File: config.mk
export PLATFORM = sky130hd
export DESIGN_NAME = serial_add_ctrl
export DESIGN_NICKNAME = d
export VERILOG_FILES = /design/src/rtl/serial_add_ctrl_pkg.sv /design/src/rtl/full_adder.sv /design/src/rtl/serial_add_ctrl.sv
export SDC_FILE = /design/constraint.sdc
export NUM_CORES = 1
export LEC_CHECK = 0
export ABC_AREA = 1
export CAP_MARGIN = 15
export CORE_UTILIZATION = 30
export CTS_BUF_LIST = sky130_fd_sc_hd__clkbuf_8
export CTS_CLUSTER_SIZE = 25
export DETAILED_ROUTE_END_ITERATION = 8
export DONT_BUFFER_PORTS = 1
export GPL_TIMING_DRIVEN = 0
export REMOVE_ABC_BUFFERS = 1
export SYNTH_ARGS = -nofsm -noshare
export SYNTH_HDL_FRONTEND = slang
export SYNTH_HIERARCHICAL = 1
export SYNTH_SLANG_ARGS = --single-unit
File: constraint.sdc
create_clock -name clk -period 1 [get_ports clk]
set_input_delay 0.15 -clock clk [delete_from_list [all_inputs] [get_ports clk]]
set_output_delay 0.15 -clock clk [all_outputs]
set_load 0.05 [all_outputs]
File: src/rtl/serial_add_ctrl_pkg.sv
// Shared definitions for the bit-serial adder controller: default width,
// FSM state encoding and counter sizing helper.
package serial_add_ctrl_pkg;

  localparam int DEF_WIDTH = 8;

  typedef enum logic [1:0] {
    ST_IDLE = 2'b00,
    ST_RUN  = 2'b01,
    ST_DONE = 2'b10
  } state_e;

  // Bit counter must reach WIDTH-1 without wrapping; keep at least one bit.
  function automatic int cnt_bits(input int w);
    return (w < 2) ? 1 : $clog2(w);
  endfunction

endpackage

File: src/rtl/full_adder.sv
// One-bit full adder; the single arithmetic element of the serial adder.
module full_adder (
  output logic S,
  output logic Cout,
  input  logic A,
  input  logic B,
  input  logic Cin
);

  assign S    = A ^ B ^ Cin;
  assign Cout = (A & B) | (Cin & (A ^ B));

endmodule

File: src/rtl/serial_add_ctrl.sv
// Bit-serial adder: operands are shifted LSB first through one full adder,
// and the WIDTH-bit result is published on sum/cout only when complete.
module serial_add_ctrl
  import serial_add_ctrl_pkg::*;
#(
  parameter int WIDTH = DEF_WIDTH
) (
  input  logic             clk,
  input  logic             rst,
  input  logic             start,
  input  logic [WIDTH-1:0] a,
  input  logic [WIDTH-1:0] b,
  input  logic             cin,
  output logic             busy,
  output logic             done,
  output logic [WIDTH-1:0] sum,
  output logic             cout
);

  localparam int              CNT_W    = cnt_bits(WIDTH);
  localparam logic [CNT_W-1:0] CNT_LAST = CNT_W'(WIDTH - 1);
  localparam logic [CNT_W-1:0] CNT_ONE  = CNT_W'(1);

  state_e           state_q, state_d;
  logic [WIDTH-1:0] a_sh_q, a_sh_d;
  logic [WIDTH-1:0] b_sh_q, b_sh_d;
  // Holds the lower WIDTH-1 result bits; the top bit comes straight from the adder.
  logic [WIDTH-2:0] res_q, res_d;
  logic             carry_q, carry_d;
  logic [CNT_W-1:0] cnt_q, cnt_d;
  logic [WIDTH-1:0] sum_q, sum_d;
  logic             cout_q, cout_d;

  logic             fa_s;
  logic             fa_cout;
  logic [WIDTH-1:0] res_ext_s;

  full_adder u_fa (
    .S    (fa_s),
    .Cout (fa_cout),
    .A    (a_sh_q[0]),
    .B    (b_sh_q[0]),
    .Cin  (carry_q)
  );

  assign res_ext_s = {fa_s, res_q};

  // Next-state, datapath shifting and result capture.
  always_comb begin
    state_d = state_q;
    a_sh_d  = a_sh_q;
    b_sh_d  = b_sh_q;
    res_d   = res_q;
    carry_d = carry_q;
    cnt_d   = cnt_q;
    sum_d   = sum_q;
    cout_d  = cout_q;

    case (state_q)
      ST_IDLE: begin
        if (start) begin
          a_sh_d  = a;
          b_sh_d  = b;
          carry_d = cin;
          cnt_d   = '0;
          state_d = ST_RUN;
        end else begin
          state_d = ST_IDLE;
        end
      end
      ST_RUN: begin
        a_sh_d  = {1'b0, a_sh_q[WIDTH-1:1]};
        b_sh_d  = {1'b0, b_sh_q[WIDTH-1:1]};
        res_d   = res_ext_s[WIDTH-1:1];
        carry_d = fa_cout;
        if (cnt_q == CNT_LAST) begin
          cnt_d   = '0;
          sum_d   = res_ext_s;
          cout_d  = fa_cout;
          state_d = ST_DONE;
        end else begin
          cnt_d   = cnt_q + CNT_ONE;
          state_d = ST_RUN;
        end
      end
      ST_DONE: begin
        state_d = ST_IDLE;
      end
      default: begin
        state_d = ST_IDLE;
      end
    endcase
  end

  // State and datapath registers with synchronous reset.
  always_ff @(posedge clk) begin
    if (rst) begin
      state_q <= ST_IDLE;
      a_sh_q  <= '0;
      b_sh_q  <= '0;
      res_q   <= '0;
      carry_q <= 1'b0;
      cnt_q   <= '0;
      sum_q   <= '0;
      cout_q  <= 1'b0;
    end else begin
      state_q <= state_d;
      a_sh_q  <= a_sh_d;
      b_sh_q  <= b_sh_d;
      res_q   <= res_d;
      carry_q <= carry_d;
      cnt_q   <= cnt_d;
      sum_q   <= sum_d;
      cout_q  <= cout_d;
    end
  end

  assign busy = (state_q == ST_RUN);
  assign done = (state_q == ST_DONE);
  assign sum  = sum_q;
  assign cout = cout_q;

endmodule

# After elaboration in Yosys (flattened, before gate mapping)
# Cells that the tools add are included.
word_totals:
  regBits: 38
classes:
  eq_ne: 4
  reduce_logical: 4
  n_mux: 12
  bitwise_logic: 5
  add_sub_neg: 1
op_table:
  columns: ["operator", "n"]
  rows:
  - ["one-hot mux 8 bit (2 select lines)", 2]
  - ["two-way mux 8 bit", 2]
  - ["two-way mux 3 bit", 2]
  - ["one-hot mux 3 bit (2 select lines)", 1]
  - ["one-hot mux 2 bit (2 select lines)", 1]
  - ["AND reduction 2 bit", 2]
  - ["adder 3 x 1 -> 3 bit (second input constant)", 1]
  - ["== test 3 bit (second input constant)", 1]
  - ["bitwise AND 1 bit", 2]
  - ["== test 2 x 1 -> 1 bit (second input constant)", 1]
  - ["== test 2 bit (second input constant)", 1]
  - ["logical NOT 2 bit", 1]
  - ["two-way mux 1 bit", 2]
  - ["two-way mux 2 bit", 1]
  - ["!= test 2 bit (second input constant)", 1]
  - ["one-hot mux 1 bit (2 select lines)", 1]
  - ["nonzero test 2 bit", 1]
  - ["bitwise XOR 1 bit", 2]
  - ["OR 1 bit", 1]

# Longest topological paths before layout
depth:
  depth_word: 4
  depth_mapped: 8

# By module
# Netlist, hierarchy kept.
by_module_without_submodules:
  columns: ["module", "area_per_inst_um2", "cells_per_inst", "n_inst"]
  rows:
  - ["serial_add_ctrl", 1730.4, 257, 1]
  - ["full_adder", 20.0, 1, 1]

# Worst setup path after synthesis
# OpenSTA, ideal clock, no wires.
synth_path:
  path_kind: "register to output"
  start: "register state_q[1]"
  end: "output port done"
  t_arrival_ns: 1.396
  setup_slack_ns: -0.546
  stages_incl_launch_ff: 4
  required_time_ns: 0.850
  cell_sequence: "dfxtp_1 > bufinv_8 > buf_2 > nor2_1"
synth_via:
  elab_chain_cells: 1
synth_lines:
  columns: ["item", "line", "text"]
  rows:
  - ["start: declaration", "serial_add_ctrl.sv:24", "state_e state_q, state_d;"]
  - ["start signal: assignment", "serial_add_ctrl.sv:107", "state_q <= state_d;"]
  - ["== test 2 bit", "serial_add_ctrl.sv:119", "assign done = (state_q == ST_DONE);"]
  - ["end: declaration", "serial_add_ctrl.sv:15", "output logic done,"]
# Every way passes these cells.

# Final worst setup path
layout_path:
  start: "register state_q[0]"
  end: "output port done"
# Same word-level chain as after synthesis.

==> results.sh <==
export IMPL_outcome="finished, violations left"
export IMPL_failed_checks="setup timing"
export IMPL_min_to="b_sh_q[3]"
export IMPL_die_area_um2=6144
export IMPL_grt_max_degree=33
export IMPL_r2r_end="sum[0]"
export IMPL_finalCritPeriodShare=1.352
export IMPL_cp_arrival_ps=1200
export IMPL_cts_tree="done"
export IMPL_clkTransAtPathRegs_ps=80
export IMPL_detail_route_antenna_nets=0
export IMPL_grt_overflow=0
export IMPL_routed_wl_mm=4.532
export IMPL_place_area_um2=1749
export IMPL_synth_cells=258
export IMPL_place_ws_ps=-1231
export IMPL_slowest_stage="dfxtp_4"
export IMPL_core_area_um2=5574
export IMPL_clock_latency_ps=300
export IMPL_drtIter0Drc=116
export IMPL_tightestPinTransition_ps=959.3
export IMPL_area_growth_pct=36.45
export IMPL_route_detailed_drc=0
export IMPL_utilization=0.4285
export IMPL_drive_above_1_share=0.2852
export IMPL_crit_chain="buf_4 -> buf_8 -> nor2_4"
export IMPL_hold_path_class="input pin to flip-flop"
export IMPL_wire_per_inst_um=12.73
export IMPL_critPathKind="flip-flop to output pin"
export IMPL_min_from="b[3]"
export IMPL_antenna_found_initial=0
export IMPL_drt_vias_per_instance=4.511
export IMPL_die_y_um=78.39
export IMPL_worstSetupEndpointType="output pin"
export IMPL_cts_sink_count=38
export IMPL_firstDrtPassIters=4
export IMPL_vias=1606
export IMPL_cp_top_family="flip-flops"
export IMPL_relSlewSlack=0.3598
export IMPL_cp_max_fo=5
export IMPL_fin_area_um2=2389
export IMPL_top_layer="met4"
export IMPL_fin_skew_ps=4.786
export IMPL_critPathBufInv=2
export IMPL_synth_seq_cells=38
export IMPL_rows=27
export IMPL_port_buffers=0
export IMPL_r2r_start="state_q[0]"
export IMPL_max_freq_mhz=739.5
export IMPL_r2r_cells=7
export IMPL_p_leak_nw=1.102
export IMPL_final_nets=306
export IMPL_min_period_ps=1352
export IMPL_cpPeakStageDelay_ps=360
export IMPL_r2r_slack_ps=-340
export IMPL_stdcell_count=356
export IMPL_wl_met3_um=269
export IMPL_rsz0062_at_grt="true"
export IMPL_grt_usage=0.1560
export IMPL_hold_depth=4
export IMPL_cp_start_kind="flip-flop"
export IMPL_ys_seq_area_frac=0.4346
export IMPL_grt_pass1_wl_mm=7.300
export IMPL_syn_cell_area_um2=1750
export IMPL_dieWidth_um=78.39
export IMPL_powerDensity_nw_per_um2=1532
export IMPL_max_vdd_ir_drop_mv=1.216
export IMPL_cts_buffers=5
export IMPL_cts_max_level=2
export IMPL_gp_congestion=0.7062
export IMPL_wl_met1_mm=2.172
export IMPL_final_setup_viol_count=40
export IMPL_initial_core_util=0.3140
export IMPL_total_power_mw=3.659
export IMPL_grt_pass1_vias=1452
export IMPL_cts_buffer_depth=2
export IMPL_syn_area_per_cell_um2=6.785
export IMPL_max_cap_viol_count=0
export IMPL_synth_cell_types=19
export IMPL_cts_root_buffer="clkbuf_8"
export IMPL_fin_tns_setup_ps=-9863
export IMPL_fillers=554
export IMPL_setup_ws_ps=-352.3
export IMPL_met2_length_mm=2.014
export IMPL_dp_cells=316
export IMPL_diodes=0
export IMPL_required_ps=850
export IMPL_num_io_pins=31
export IMPL_holdWs_ps=52.99
export IMPL_dp_hpwl_mm=2.145
export IMPL_report_final_slew_viol_count=0
export IMPL_finalHoldViolCount=0
export IMPL_ys_warn_count=6
==> timing repair <==
item / 4_1_cts / 5_1_grt
buffers inserted: 20 / 2
gates resized for setup: 44 / 22
gates cloned: 6 / 0
endpoints found under the setup margin: 49 / 41
endpoints found under the hold margin: 6 / 6
pin swaps: 18 / 25
==> Yosys cell counts, drive strengths merged <==
cell | count | area, um^2
o21ai | 8 | 51.30
a21oi | 5 | 25.02
buf | 12 | 83.83
nor2 | 54 | 217.7
dfxtp | 38 | 760.7
fa | 1 | 20.02
clkbuf | 2 | 7.510
nand2 | 90 | 342.8
inv | 21 | 78.82
bufinv | 1 | 17.52
nand3 | 24 | 120.1
ha | 2 | 25.02
==> tightest hold or removal path, delay by kind of cell <==
kind / cells / cell delay, ps
AND/OR/NAND/NOR: 4 / 170
==> where the power goes <==
part	internal (mW)	leakage, nW	switching [mW]
clock	0.742	0.0504	0.610
combinational	0.286	0.732	0.354
sequential	1.61	0.319	0.0601
total	2.64	1.10	1.02
==> layout make-up <==
| class | instances | area [um^2] | area share |
|---|---|---|---|
| clock buffers | 5 | 68.82 | 0.02881 |
| clock inverters | 3 | 45.04 | 0.01886 |
| inverters | 22 | 92.59 | 0.03876 |
| multi-input cells | 189 | 987.2 | 0.4133 |
| flip-flops and latches | 38 | 783.3 | 0.3279 |
| well taps | 72 | 90.09 | 0.03772 |
| repair buffers | 27 | 321.6 | 0.1346 |
==> placed cells by master, fill, tap and decap left out, types with 5 or more instances in the layout <==
cell,count
buf_4,11
buf_6,5
nand3_1,18
nand2_2,10
dfxtp_1,24
nor2_1,48
o21ai_0,7
nand3_2,6
nand2_1,77
clkbuf_8,5
dfxtp_2,12
inv_1,20
==> worst max path at each step <==
stage,end,slack (ps),start,cells after the start
finish,done,-350,state_q[0],3
global route,sum[0],-450,state_q[0],7
CTS,sum[6],-360,state_q[0],6
detailed placement,sum[6],-1230,state_q[0],6
global placement,sum[6],-1230,state_q[0],6
floorplan,cout,-760,state_q[0],6
==> kinds of logic (layout without fill, tap and decap cells) <==
group                    Yosys count  count (layout)  share of synthesized area
buffers and inverters             36              57                     0.1072
flip-flops                        38              38                     0.4346
adder cells (fa/ha/maj)            3               3                    0.02573
AND/OR/NAND/NOR                  168             172                     0.3889
AO/OA/AOI/OAI                     13              14                    0.04360
==> state kept, by name, summed over array words and instances, names as in the netlist <==
name / cells
a_sh_q: 8
b_sh_q: 8
carry_q: 1
cnt_q: 3
cout: 1
res_q: 7
state_q: 2
sum: 8
==> metal layers <==
| layer | up-vias | track usage |
|---|---|---|
| met5 | - | 0 |
| met4 | 0 | 0.05370 |
| li1 | 841 | - |
| met3 | 7 | 0.04302 |
| met2 | 52 | 0.2316 |
| met1 | 706 | 0.2154 |
Power figures use the tool's default switching activity.
